## src/rtl/decode_pkg.sv

```systemverilog
// Shared definitions for the RV32I/RV64I decode stage: base opcodes, the
// instruction-format encoding and the decoded-instruction record.
package decode_pkg;

  localparam logic [6:0] OP       = 7'b0110011;
  localparam logic [6:0] OP_IMM   = 7'b0010011;
  localparam logic [6:0] LOAD     = 7'b0000011;
  localparam logic [6:0] STORE    = 7'b0100011;
  localparam logic [6:0] BRANCH   = 7'b1100011;
  localparam logic [6:0] JAL      = 7'b1101111;
  localparam logic [6:0] JALR     = 7'b1100111;
  localparam logic [6:0] LUI      = 7'b0110111;
  localparam logic [6:0] AUIPC    = 7'b0010111;
  localparam logic [6:0] SYSTEM   = 7'b1110011;
  localparam logic [6:0] MISC_MEM = 7'b0001111;

  typedef enum logic [2:0] {
    FMT_R    = 3'd0,
    FMT_I    = 3'd1,
    FMT_S    = 3'd2,
    FMT_B    = 3'd3,
    FMT_U    = 3'd4,
    FMT_J    = 3'd5,
    FMT_NONE = 3'd7
  } fmt_e;

  typedef struct packed {
    logic [6:0] opcode;
    logic [4:0] rd;
    logic [2:0] funct3;
    logic [4:0] rs1;
    logic [4:0] rs2;
    logic [6:0] funct7;
    fmt_e       fmt;
    logic       illegal;
  } dec_t;

  // Every base opcode ends in 2'b11, so a compressed-space word (inst[1:0] != 11)
  // never matches and falls through to FMT_NONE.
  function automatic fmt_e classify(input logic [6:0] op);
    case (op)
      OP:                                    return FMT_R;
      OP_IMM, LOAD, JALR, SYSTEM, MISC_MEM:  return FMT_I;
      STORE:                                 return FMT_S;
      BRANCH:                                return FMT_B;
      LUI, AUIPC:                            return FMT_U;
      JAL:                                   return FMT_J;
      default:                               return FMT_NONE;
    endcase
  endfunction

endpackage

```

## src/rtl/imm_gen.sv

```systemverilog
// Immediate generator: selects and sign-extends the immediate of each base
// instruction format to XLEN bits. Purely combinational.
module imm_gen
  import decode_pkg::*;
#(
  parameter int XLEN = 32
) (
  input  logic [31:7]     inst,
  input  fmt_e            fmt,
  output logic [XLEN-1:0] imm
);

  logic [31:0] raw;

  // NOTE: raw gets a default before the case so no path leaves it unassigned,
  // which would otherwise infer a latch.
  always_comb begin
    raw = '0;
    case (fmt)
      FMT_I:   raw = {{20{inst[31]}}, inst[31:20]};
      FMT_S:   raw = {{20{inst[31]}}, inst[31:25], inst[11:7]};
      FMT_B:   raw = {{19{inst[31]}}, inst[31], inst[7], inst[30:25], inst[11:8], 1'b0};
      FMT_U:   raw = {inst[31:12], 12'b0};
      FMT_J:   raw = {{11{inst[31]}}, inst[31], inst[19:12], inst[20], inst[30:21], 1'b0};
      default: raw = '0;
    endcase
  end

  // Widening a signed value replicates bit 31 up to XLEN (RV64 upper half).
  assign imm = XLEN'($signed(raw));

endmodule

```

## src/rtl/decode_stage.sv

```systemverilog
// RV32I/RV64I decode pipeline stage: valid/ready handshaked, registered outputs,
// optional skid register giving full throughput behind a registered in_ready.
module decode_stage
  import decode_pkg::*;
#(
  parameter int XLEN = 32,
  parameter int PC_W = 32,
  parameter int SKID = 1
) (
  input  logic            clk,
  input  logic            resetn,
  input  logic            flush,
  input  logic            in_valid,
  output logic            in_ready,
  input  logic [31:0]     in_inst,
  input  logic [PC_W-1:0] in_pc,
  output logic            out_valid,
  input  logic            out_ready,
  output logic [PC_W-1:0] out_pc,
  output logic [6:0]      opcode,
  output logic [4:0]      rd,
  output logic [2:0]      funct3,
  output logic [4:0]      rs1,
  output logic [4:0]      rs2,
  output logic [6:0]      funct7,
  output logic [XLEN-1:0] imm,
  output logic [2:0]      fmt,
  output logic            illegal
);

  dec_t            dec_d;
  dec_t            out_dec;
  logic [XLEN-1:0] imm_d;
  logic [XLEN-1:0] out_imm;
  logic [PC_W-1:0] out_pc_q;
  logic            in_fire;
  logic            load_out;

  assign dec_d = '{
    opcode:  in_inst[6:0],
    rd:      in_inst[11:7],
    funct3:  in_inst[14:12],
    rs1:     in_inst[19:15],
    rs2:     in_inst[24:20],
    funct7:  in_inst[31:25],
    fmt:     classify(in_inst[6:0]),
    illegal: (classify(in_inst[6:0]) == FMT_NONE)
  };

  imm_gen #(.XLEN(XLEN)) u_imm_gen (
    .inst (in_inst[31:7]),
    .fmt  (dec_d.fmt),
    .imm  (imm_d)
  );

  assign in_fire  = in_valid && in_ready;
  assign load_out = !out_valid || out_ready;

  if (SKID != 0) begin : g_skid
    dec_t            skid_dec;
    logic [XLEN-1:0] skid_imm;
    logic [PC_W-1:0] skid_pc;
    logic            skid_valid;
    logic            in_ready_q;

    // NOTE: state updates use non-blocking assignments so every register samples
    // the pre-edge values; data registers are reset too because the outputs must
    // read zero out of reset.
    always_ff @(posedge clk or negedge resetn) begin
      if (!resetn) begin
        out_valid  <= 1'b0;
        out_dec    <= '0;
        out_imm    <= '0;
        out_pc_q   <= '0;
        skid_valid <= 1'b0;
        skid_dec   <= '0;
        skid_imm   <= '0;
        skid_pc    <= '0;
        in_ready_q <= 1'b1;
      end else if (flush) begin
        out_valid  <= 1'b0;
        skid_valid <= 1'b0;
        in_ready_q <= 1'b1;
      end else if (load_out) begin
        if (skid_valid) begin
          // in_ready was low, so nothing new can arrive while the skid drains.
          out_valid  <= 1'b1;
          out_dec    <= skid_dec;
          out_imm    <= skid_imm;
          out_pc_q   <= skid_pc;
          skid_valid <= 1'b0;
          in_ready_q <= 1'b1;
        end else begin
          out_valid <= in_fire;
          if (in_fire) begin
            out_dec  <= dec_d;
            out_imm  <= imm_d;
            out_pc_q <= in_pc;
          end
        end
      end else if (in_fire) begin
        skid_valid <= 1'b1;
        skid_dec   <= dec_d;
        skid_imm   <= imm_d;
        skid_pc    <= in_pc;
        in_ready_q <= 1'b0;
      end
    end

    assign in_ready = in_ready_q;
  end else begin : g_noskid
    always_ff @(posedge clk or negedge resetn) begin
      if (!resetn) begin
        out_valid <= 1'b0;
        out_dec   <= '0;
        out_imm   <= '0;
        out_pc_q  <= '0;
      end else if (flush) begin
        out_valid <= 1'b0;
      end else if (load_out) begin
        out_valid <= in_fire;
        if (in_fire) begin
          out_dec  <= dec_d;
          out_imm  <= imm_d;
          out_pc_q <= in_pc;
        end
      end
    end

    assign in_ready = load_out;
  end

  assign out_pc  = out_pc_q;
  assign opcode  = out_dec.opcode;
  assign rd      = out_dec.rd;
  assign funct3  = out_dec.funct3;
  assign rs1     = out_dec.rs1;
  assign rs2     = out_dec.rs2;
  assign funct7  = out_dec.funct7;
  assign imm     = out_imm;
  assign fmt     = out_dec.fmt;
  assign illegal = out_dec.illegal;

endmodule
```

## config.mk

```make
export PLATFORM = sky130hd
export DESIGN_NAME = decode_stage
export DESIGN_NICKNAME = d
export VERILOG_FILES = /design/src/rtl/decode_pkg.sv /design/src/rtl/imm_gen.sv /design/src/rtl/decode_stage.sv
export SDC_FILE = /design/constraint.sdc
export NUM_CORES = 1
export LEC_CHECK = 0
export ABC_AREA = 0
export BUFFER_PORTS_ARGS = -buffer_cell sky130_fd_sc_hd__clkbuf_2
export CAP_MARGIN = 20
export CORE_UTILIZATION = 41
export DETAILED_ROUTE_END_ITERATION = 6
export PLACE_DENSITY = 0.61
export SKIP_CTS_REPAIR_TIMING = 1
export SYNTH_ARGS = -nofsm -noshare
export SYNTH_HDL_FRONTEND = slang
export SYNTH_HIERARCHICAL = 1
export SYNTH_SLANG_ARGS = --single-unit
```

## constraint.sdc

```tcl
create_clock -name clk -period 4.98 [get_ports clk]
set_input_delay 0.249 -clock clk [delete_from_list [all_inputs] [get_ports clk]]
set_output_delay 0.249 -clock clk [all_outputs]
set_load 0.1 [all_outputs]
```

==> impl_metrics.csv, run 1 <==
group,metric,value,unit
placement,dp_hpwl,13000,um
global_route,grtUsageTotal,0.182,
routing,drc_errors,0,
layout,drive_gt1_frac,0.347,
timing,final.setup.tns,0,ps
routing,avgViaCountPerCell,5.04,
timing,post-route-period-util,0.589,
routing,antenna_left,0,
min_path,min_to,"g_skid.skid_pc[11]",
global_route,grt_pass1_wl,32300,um
floorplan,core_area,0.0212,mm2
clocking,clockRootBuffer,"clkbuf_16",
pwr,power.density,487,mW/mm2
layout,utilization,0.511,
routing,drt_iter0_markers,279,
pwr,peakVddDrop,0.339,mV
routing,dr.pass1.iters,4,
synthesis,synth_seq_cells,203,
layout,final_common_cell,"dfrtp_1",
layout,stdcell_area,0.0108,mm2
placement,place_inst,1156,
synthesis,synth_edf_count,0,
global_route,antenna_found_initial,0,
floorplan,die_h,150,um
run_status,failed_checks,"hold timing",
min_path,hold_depth,2,
timing,slew_headroom,0.297,
worst_setup_path,cp_max_fo,78,
clocking,htree_levels,1,
min_path,hp-start,"in_pc[11]",
clocking,clock-sinks,203,
global_route,grt_pass1_vias,5965,
placement,post_dp_cell_area,0.00996,mm2
clocking,cts_tree,"done",
layout,multi_input_comb_area,0.00361,mm2
routing,avgRoutedWirePerCell,16.6,um
clocking,clockBufferDepth,3,
layout,area_delta_synth_final,20.8,%
synthesis,synthCells,758,
synthesis,synth.distinct_cells,48,
run_status,status,"complete, but fails checks",
min_path,min_path_type,"in -> reg",
synthesis,syn_nets,827,
job,cap_violations,0,
layout,num-fill-cells,1959,
layout,antenna_cells,0,
synthesis,ys_top_cells_by_area,"dfrtp_1 56%, mux2_2 12%, mux2i_1 11%, nand2_1 4.8%, o21ai_0 4.4%",
timing,period_needed,2940,ps
synthesis,yosysSeqAreaShare,0.567,
routing,vias,6078,
placement,place_congestion,0.716,
worst_setup_path,ff2ff_path_depth,4,
synthesis,yosysTopAreaCellShare,0.564,
clocking,cts_buffers,23,
pwr,p_leak,4.99,nW
timing,whs,-1.09,ps
floorplan,initial_utilization,0.423,
worst_setup_path,cp.arrival,3280,ps
floorplan,die_w,150,um
worst_setup_path,rr_endpoint,"out_pc[11]",
layout,seqCellArea,0.00508,mm2
timing,slew_violations,0,
layout,finalNonFillerCells,1207,
synthesis,ys_async_sr_fraction,1.00,
worst_setup_path,worst-r2r-setup-slack,2040,ps
synthesis,synth_warnings,6,
worst_setup_path,path_class,"reg -> reg",
routing,drt_wl_total,20000,um
timing,rsz0062_at_grt,"false",
worst_setup_path,reg2reg_from,"g_skid.skid_valid",
worst_setup_path,required,5320,ps
global_route,grt_max_degree,97,
synthesis,syn_area,0.00897,mm2
timing,max_freq,341,MHz
timing,hold_viol_final,1,
timing,finalSetupViolCount,0,
layout,num-nets-final,985,
clocking,clkTransAtPathRegs,60,ps
floorplan,ios,171,
clocking,insertion_delay,500,ps
floorplan,rows,53,
worst_setup_path,endpoint_kind,"flip-flop",
layout,final_cell_mix,"201 x dfrtp_1, 169 x clkbuf_2, 114 x nand2_1",
synthesis,synth_top_area_cell,"dfrtp_1",
synthesis,syn-mean-instance-area,11.8,um2
floorplan,die_area,0.0225,mm2
global_route,grt_overflow,0,
worst_setup_path,start_kind,"flip-flop",
synthesis,synth_flop_cell,"dfrtp_1",
timing,skew,9.87,ps
timing,worst_pin_slew,1050,ps
placement,port_buffers,170,
## worst max-delay path, cell delays in order (launching register included)
cell and delay (ps):
dfrtp_4 790, a21oi_1 380, or3_4 650, buf_4 690, o21ai_0 220
## cell type report
type / count / area share
multi-input cells: 498 / 0.333
clock inverters: 8 / 0.00889
flip-flops and latches: 203 / 0.469
well taps: 275 / 0.0318
inverters: 3 / 0.00104
clock buffers: 33 / 0.0612
repair buffers: 187 / 0.0951
## where the power goes
| part | internal [mW] | switching [mW] |
|---|---|---|
| registers | 1.94 | 0.150 |
| logic | 0.316 | 1.17 |
| clock network | 1.03 | 0.664 |
## cells by family (layout without fill, tap and decap cells)
logic type	Yosys count	after routing	synth area share
DFF	203	203	0.567
muxes	198	198	0.235
and+or+nand+nor	157	157	0.0773
AOI/OAI and AO/OA	143	143	0.0890
buffers and inverters	57	231	0.0324
## cell usage after synthesis, types with 2 or more instances
library cell and count:
a21o_1 8, a21oi_1 5, a22o_1 3, and2_1 7, buf_1 2, buf_2 25, buf_4 2, buf_6 5
clkbuf_1 20, dfrtp_1 202, inv_1 3, mux2_2 98, mux2i_1 100, nand2_1 114, nand2b_1 6, nand3_1 2
nor2_1 8, nor2b_1 4, nor3_1 5, o21ai_0 79, o21ai_1 33
## worst max path at each step
| stage | from | end | slack, ps | cells past startpoint |
|---|---|---|---|---|
| 5_1_grt | g_skid.skid_valid | out_pc[2] | 1750 | 4 |
| 4_1_cts | g_skid.skid_valid | out_pc[11] | 1960 | 4 |
| 3_5_place_dp | in_inst[5] | g_skid.skid_imm[20] | 1690 | 9 |
| 3_3_place_gp | in_inst[3] | g_skid.skid_imm[24] | 1670 | 9 |
| 2_1_floorplan | in_ready | imm[0] | 2780 | 8 |
| 6_report | g_skid.skid_valid | out_pc[11] | 2040 | 4 |
## flip-flops by register name, summed over array words and instances, names as in the netlist
register,cells
out_pc,32
illegal,1
out_valid,1
funct3,3
imm,32
rs2,5
rd,5
g_skid.skid_pc,32
g_skid.skid_valid,1
g_skid.skid_dec,36
funct7,7
opcode,7
rs1,5
g_skid.skid_imm,32
in_ready,1
fmt,3
## routing by layer
metal	GRT usage	wire length, um	part of all wire	up-vias
met5	0	0	0	-
met2	0.283	8860	0.44	142
met3	0.0329	994	0.050	32
li1	-	-	-	2968
met1	0.262	9810	0.49	2936
met4	0.0475	373	0.019	0
## through the flow
step | total power, mW | setup slack (ps)
after floorplan | 3.31 | 2780
after global placement | 3.59 | 1670
after detailed placement | 3.62 | 1690
after CTS | 5.33 | 1960
after global routing | 5.51 | 1750
final | 5.27 | 2040
(Power assumes the default switching activity.)
==> run 2, diff against run 1 <==
Settings changed: PLACE_DENSITY 0.61 to 0.63.
Clock period 4.98 ns to 2.65 ns, I/O delays scaled along.
==> impl_metrics.csv, run 2 (synthesis results as in run 1) <==
group,metric,value,unit
worst_setup_path,ff2ff_path_depth,4,
pwr,p_leak,5.27,nW
routing,avgViaCountPerCell,5.00,
clocking,htree_levels,1,
floorplan,rows,53,
min_path,min_path_type,"in -> reg",
global_route,grt_pass1_wl,33000,um
timing,whs,-28.4,ps
routing,avgRoutedWirePerCell,16.4,um
routing,drt_wl_total,20800,um
routing,vias,6336,
placement,dp_hpwl,13300,um
timing,rsz0062_at_grt,"false",
job,cap_violations,0,
worst_setup_path,path_class,"in -> reg",
worst_setup_path,cpMaxStageDelayCell,"or4_1",
floorplan,die_area,0.0225,mm2
layout,utilization,0.541,
run_status,failed_checks,"hold timing",
layout,num-nets-final,1047,
layout,regMostFlops,"g_skid.skid_dec",
global_route,antenna_found_initial,0,
floorplan,core_area,0.0212,mm2
pwr,peakVddDrop,0.538,mV
min_path,hold_depth,4,
global_route,grt_overflow,0,
run_status,status,"complete, but fails checks",
floorplan,die_h,150,um
worst_setup_path,cp_max_fo,11,
timing,period_needed,2330,ps
placement,port_buffers,170,
routing,drc_errors,0,
timing,slew_violations,0,
clocking,clkTransAtPathRegs,60,ps
min_path,min_to,"in_ready",
worst_setup_path,cp-startpoint,"in_inst[0]",
clocking,cts_buffers,22,
layout,final_common_cell,"dfrtp_1",
layout,num-fill-cells,1872,
layout,drive_gt1_frac,0.336,
min_path,hp-start,"in_valid",
layout,multi_input_comb_area,0.00361,mm2
clocking,insertion_delay,500,ps
layout,seqCellArea,0.00508,mm2
worst_setup_path,rr_endpoint,"out_pc[7]",
worst_setup_path,endpoint_kind,"flip-flop",
layout,area_delta_synth_final,27.9,%
pwr,power.density,865,mW/mm2
floorplan,ios,171,
worst_setup_path,cp.arrival,2740,ps
timing,max_freq,429,MHz
clocking,clock-sinks,203,
clocking,clockBufferDepth,3,
worst_setup_path,slowest_delay,680,ps
timing,worst_pin_slew,777,ps
global_route,grt_max_degree,102,
routing,antenna_left,0,
layout,antenna_cells,0,
worst_setup_path,reg2reg_from,"g_skid.skid_valid",
timing,post-route-period-util,0.880,
worst_setup_path,crit_chain,"dlygate4sd3_1, clkbuf_2, nand2_1, or4_1, and2b_1, nand2_1, o21ai_0, mux2i_1, o21ai_0",
clocking,clockRootBuffer,"clkbuf_16",
timing,skew,6.98,ps
placement,place_congestion,0.718,
worst_setup_path,start_kind,"input port",
clocking,cts_tree,"done",
layout,largest_reg_flops,36,
timing,hold_viol_final,1,
global_route,grt_pass1_vias,6140,
floorplan,die_w,150,um
global_route,grtUsageTotal,0.186,
layout,final_cell_mix,"201 x dfrtp_1, 169 x clkbuf_2, 114 x nand2_1",
floorplan,initial_utilization,0.423,
timing,finalSetupViolCount,0,
timing,final.setup.tns,0,ps
routing,dr.pass1.iters,6,
worst_setup_path,required,3060,ps
worst_setup_path,worst-r2r-setup-slack,690,ps
routing,drt_iter0_markers,172,
timing,slew_headroom,0.482,
==> run 2: cell count changes in the layout (fill, tap and decap cells not counted), sizes merged <==
cell and delta:
buf +11, clkinv -1, dlygate4sd3 +51, inv -1
==> run 2: metal layers <==
metal	vias up	GRT usage	part of all wire
met5	-	0	0
met4	0	0.0449	0.015
met3	25	0.0433	0.058
met2	141	0.291	0.46
met1	3086	0.260	0.47
li1	3084	-	-
==> run 2: worst max-delay path, delay by kind of cell <==
family                 cells  cell delay [ps]
buffers and inverters      2              640
AO/OA/AOI/OAI              2              410
multiplexers               1              100
AND/OR/NAND/NOR            4             1440
==> run 2: how the worst max path moves through the flow <==
| stage | slack, ps | to | cells after the start |
|---|---|---|---|
| 5_1_grt | 90 | imm[27] | 9 |
| 3_5_place_dp | 310 | imm[22] | 9 |
| 6_report | 320 | imm[24] | 9 |
| 4_1_cts | 700 | out_pc[7] | 4 |
| 3_3_place_gp | 390 | imm[22] | 9 |
| 2_1_floorplan | 450 | imm[0] | 8 |
==> run 2: through the flow <==
stage	cells	setup WS (ps)	hold slack (ps)	power, mW	cell area (um2)
CTS	1207	701	-293	9.99	10900
detailed placement	1169	313	234	6.84	10100
global placement	1169	394	237	6.78	10100
global route	1267	95.0	8.04	10.4	11500
floorplan	758	449	-163	6.23	8970
finish	1267	319	-28.4	9.93	11500
==> run 2: report_power, final <==
group / internal, mW / switching [mW]
Clock: 1.91 / 1.19
Combinational: 0.664 / 2.23
Sequential: 3.65 / 0.279
==> run 2: area by class of cell <==
type | instances | share of cell area
Sequential cell | 203 | 0.443
Multi-Input combinational cell | 498 | 0.314
Timing Repair Buffer | 250 | 0.147
Clock buffer | 32 | 0.0575
Tap cell | 275 | 0.0300
Clock inverter | 6 | 0.00698
Inverter | 3 | 0.000982
==> run 3, diff against run 2 <==
Settings changed: CORE_UTILIZATION 41 to 40, PLACE_DENSITY 0.63 to 0.62.
==> impl_metrics.csv, run 3 (synthesis results as in run 1) <==
group,metric,value,unit
run_status,status,"complete, but fails checks",
run_status,failed_checks,"hold timing",
timing,post-route-period-util,0.807,
timing,whs,-10.3,ps
layout,final_cell_mix,"201 x dfrtp_1, 169 x clkbuf_2, 114 x nand2_1",
timing,period_needed,2140,ps
global_route,antenna_found_initial,1,
clocking,cts_tree,"done",
clocking,clock-sinks,203,
floorplan,ios,171,
worst_setup_path,path_class,"reg -> reg",
global_route,grt_pass1_vias,5967,
timing,skew,7.32,ps
routing,avgRoutedWirePerCell,16.2,um
routing,antenna_left,0,
layout,drive_gt1_frac,0.338,
worst_setup_path,cp_max_fo,68,
min_path,min_path_type,"in -> reg",
worst_setup_path,start_kind,"flip-flop",
timing,max_freq,467,MHz
worst_setup_path,worst-r2r-setup-slack,510,ps
routing,drt_wl_total,20600,um
global_route,grt_overflow,0,
pwr,power.density,886,mW/mm2
pwr,p_total,10.2,mW
pwr,p_leak,5.29,nW
layout,regMostFlops,"g_skid.skid_dec",
routing,vias,6253,
timing,hold_viol_final,1,
timing,finalSetupViolCount,0,
placement,place_congestion,0.716,
timing,slew_violations,0,
floorplan,die_w,152,um
worst_setup_path,required,3020,ps
layout,multi_input_comb_area,0.00361,mm2
global_route,grt_max_degree,102,
worst_setup_path,cp.arrival,2510,ps
routing,drt_iter0_markers,248,
timing,final.setup.tns,0,ps
clocking,htree_levels,1,
floorplan,core_area,0.0219,mm2
floorplan,die_area,0.0230,mm2
timing,slew_headroom,0.443,
layout,utilization,0.526,
floorplan,rows,54,
global_route,grt_pass1_wl,31900,um
clocking,insertion_delay,500,ps
routing,avgViaCountPerCell,4.92,
placement,port_buffers,170,
timing,worst_pin_slew,835,ps
clocking,clkTransAtPathRegs,60,ps
clocking,clockRootBuffer,"clkbuf_16",
clocking,clockBufferDepth,3,
floorplan,initial_utilization,0.410,
floorplan,die_h,152,um
layout,final_common_cell,"dfrtp_1",
job,cap_violations,0,
routing,drc_errors,0,
layout,area_delta_synth_final,28.4,%
pwr,peakVddDrop,0.510,mV
layout,num-nets-final,1042,
placement,dp_hpwl,12900,um
clocking,cts_buffers,24,
layout,num-fill-cells,1933,
layout,largest_reg_flops,36,
layout,seqCellArea,0.00508,mm2
global_route,grtUsageTotal,0.175,
routing,dr.pass1.iters,4,
worst_setup_path,endpoint_kind,"flip-flop",
timing,rsz0062_at_grt,"false",
run 3: cell count changes in the layout (fill, tap and decap cells not counted), sizes merged:
cell	change
clkinv	+2
clkinvlp	+1
diode	+1
buf	-6
clkbuf	+3
dlygate4sd3	-1
run 3: path summary, 6_finish.rpt:
kind,start,to,depth (start not counted)
setup / recovery,g_skid.skid_valid,imm[19],4
hold / removal,in_inst[0],g_skid.skid_dec[2],3
setup reg to reg,g_skid.skid_valid,imm[19],4
hold reg to reg,opcode[2],opcode[2],2
max in group asynchronous,resetn,g_skid.skid_valid,3
min in group asynchronous,resetn,imm[10],2
run 3: where the power goes:
part / internal [mW] / leakage (nW) / switching, mW
Sequential: 3.65 / 2.58 / 0.272
Combinational: 0.654 / 2.29 / 2.23
Clock: 2.13 / 0.420 / 1.27
run 3: worst max-delay path, cell delays in order (launching register included):
cell     delay, ps
dfrtp_4        480
a21oi_1        260
or3_4          680
buf_4          420
o21ai_0        160
run 3: final cells by class:
class	instances	area share
inverter	3	0.000978
multi-input combinational	498	0.313
tap	280	0.0304
antenna	1	0.000217
sequential	203	0.442
timing repair buffer	243	0.141
clock buffer	35	0.0646
clock inverter	9	0.00848
run 3: routing by layer:
metal	share of wire	track usage	up-vias
met5	0	0	-
met4	0.013	0.0361	0
met3	0.058	0.0431	20
met2	0.46	0.278	149
met1	0.47	0.242	3001
li1	-	-	3083
run 3: through the flow:
| step | hold WS [ps] | setup WS, ps | cells | instance area (um2) |
|---|---|---|---|---|
| final | -10.3 | 510 | 1272 | 11500 |
| after CTS | -357 | 467 | 1212 | 10900 |
| after floorplan | -163 | 449 | 758 | 8970 |
| after global routing | 2.55 | 318 | 1272 | 11500 |
| after detailed placement | 176 | 299 | 1168 | 10100 |
| after global placement | 179 | 320 | 1168 | 10100 |
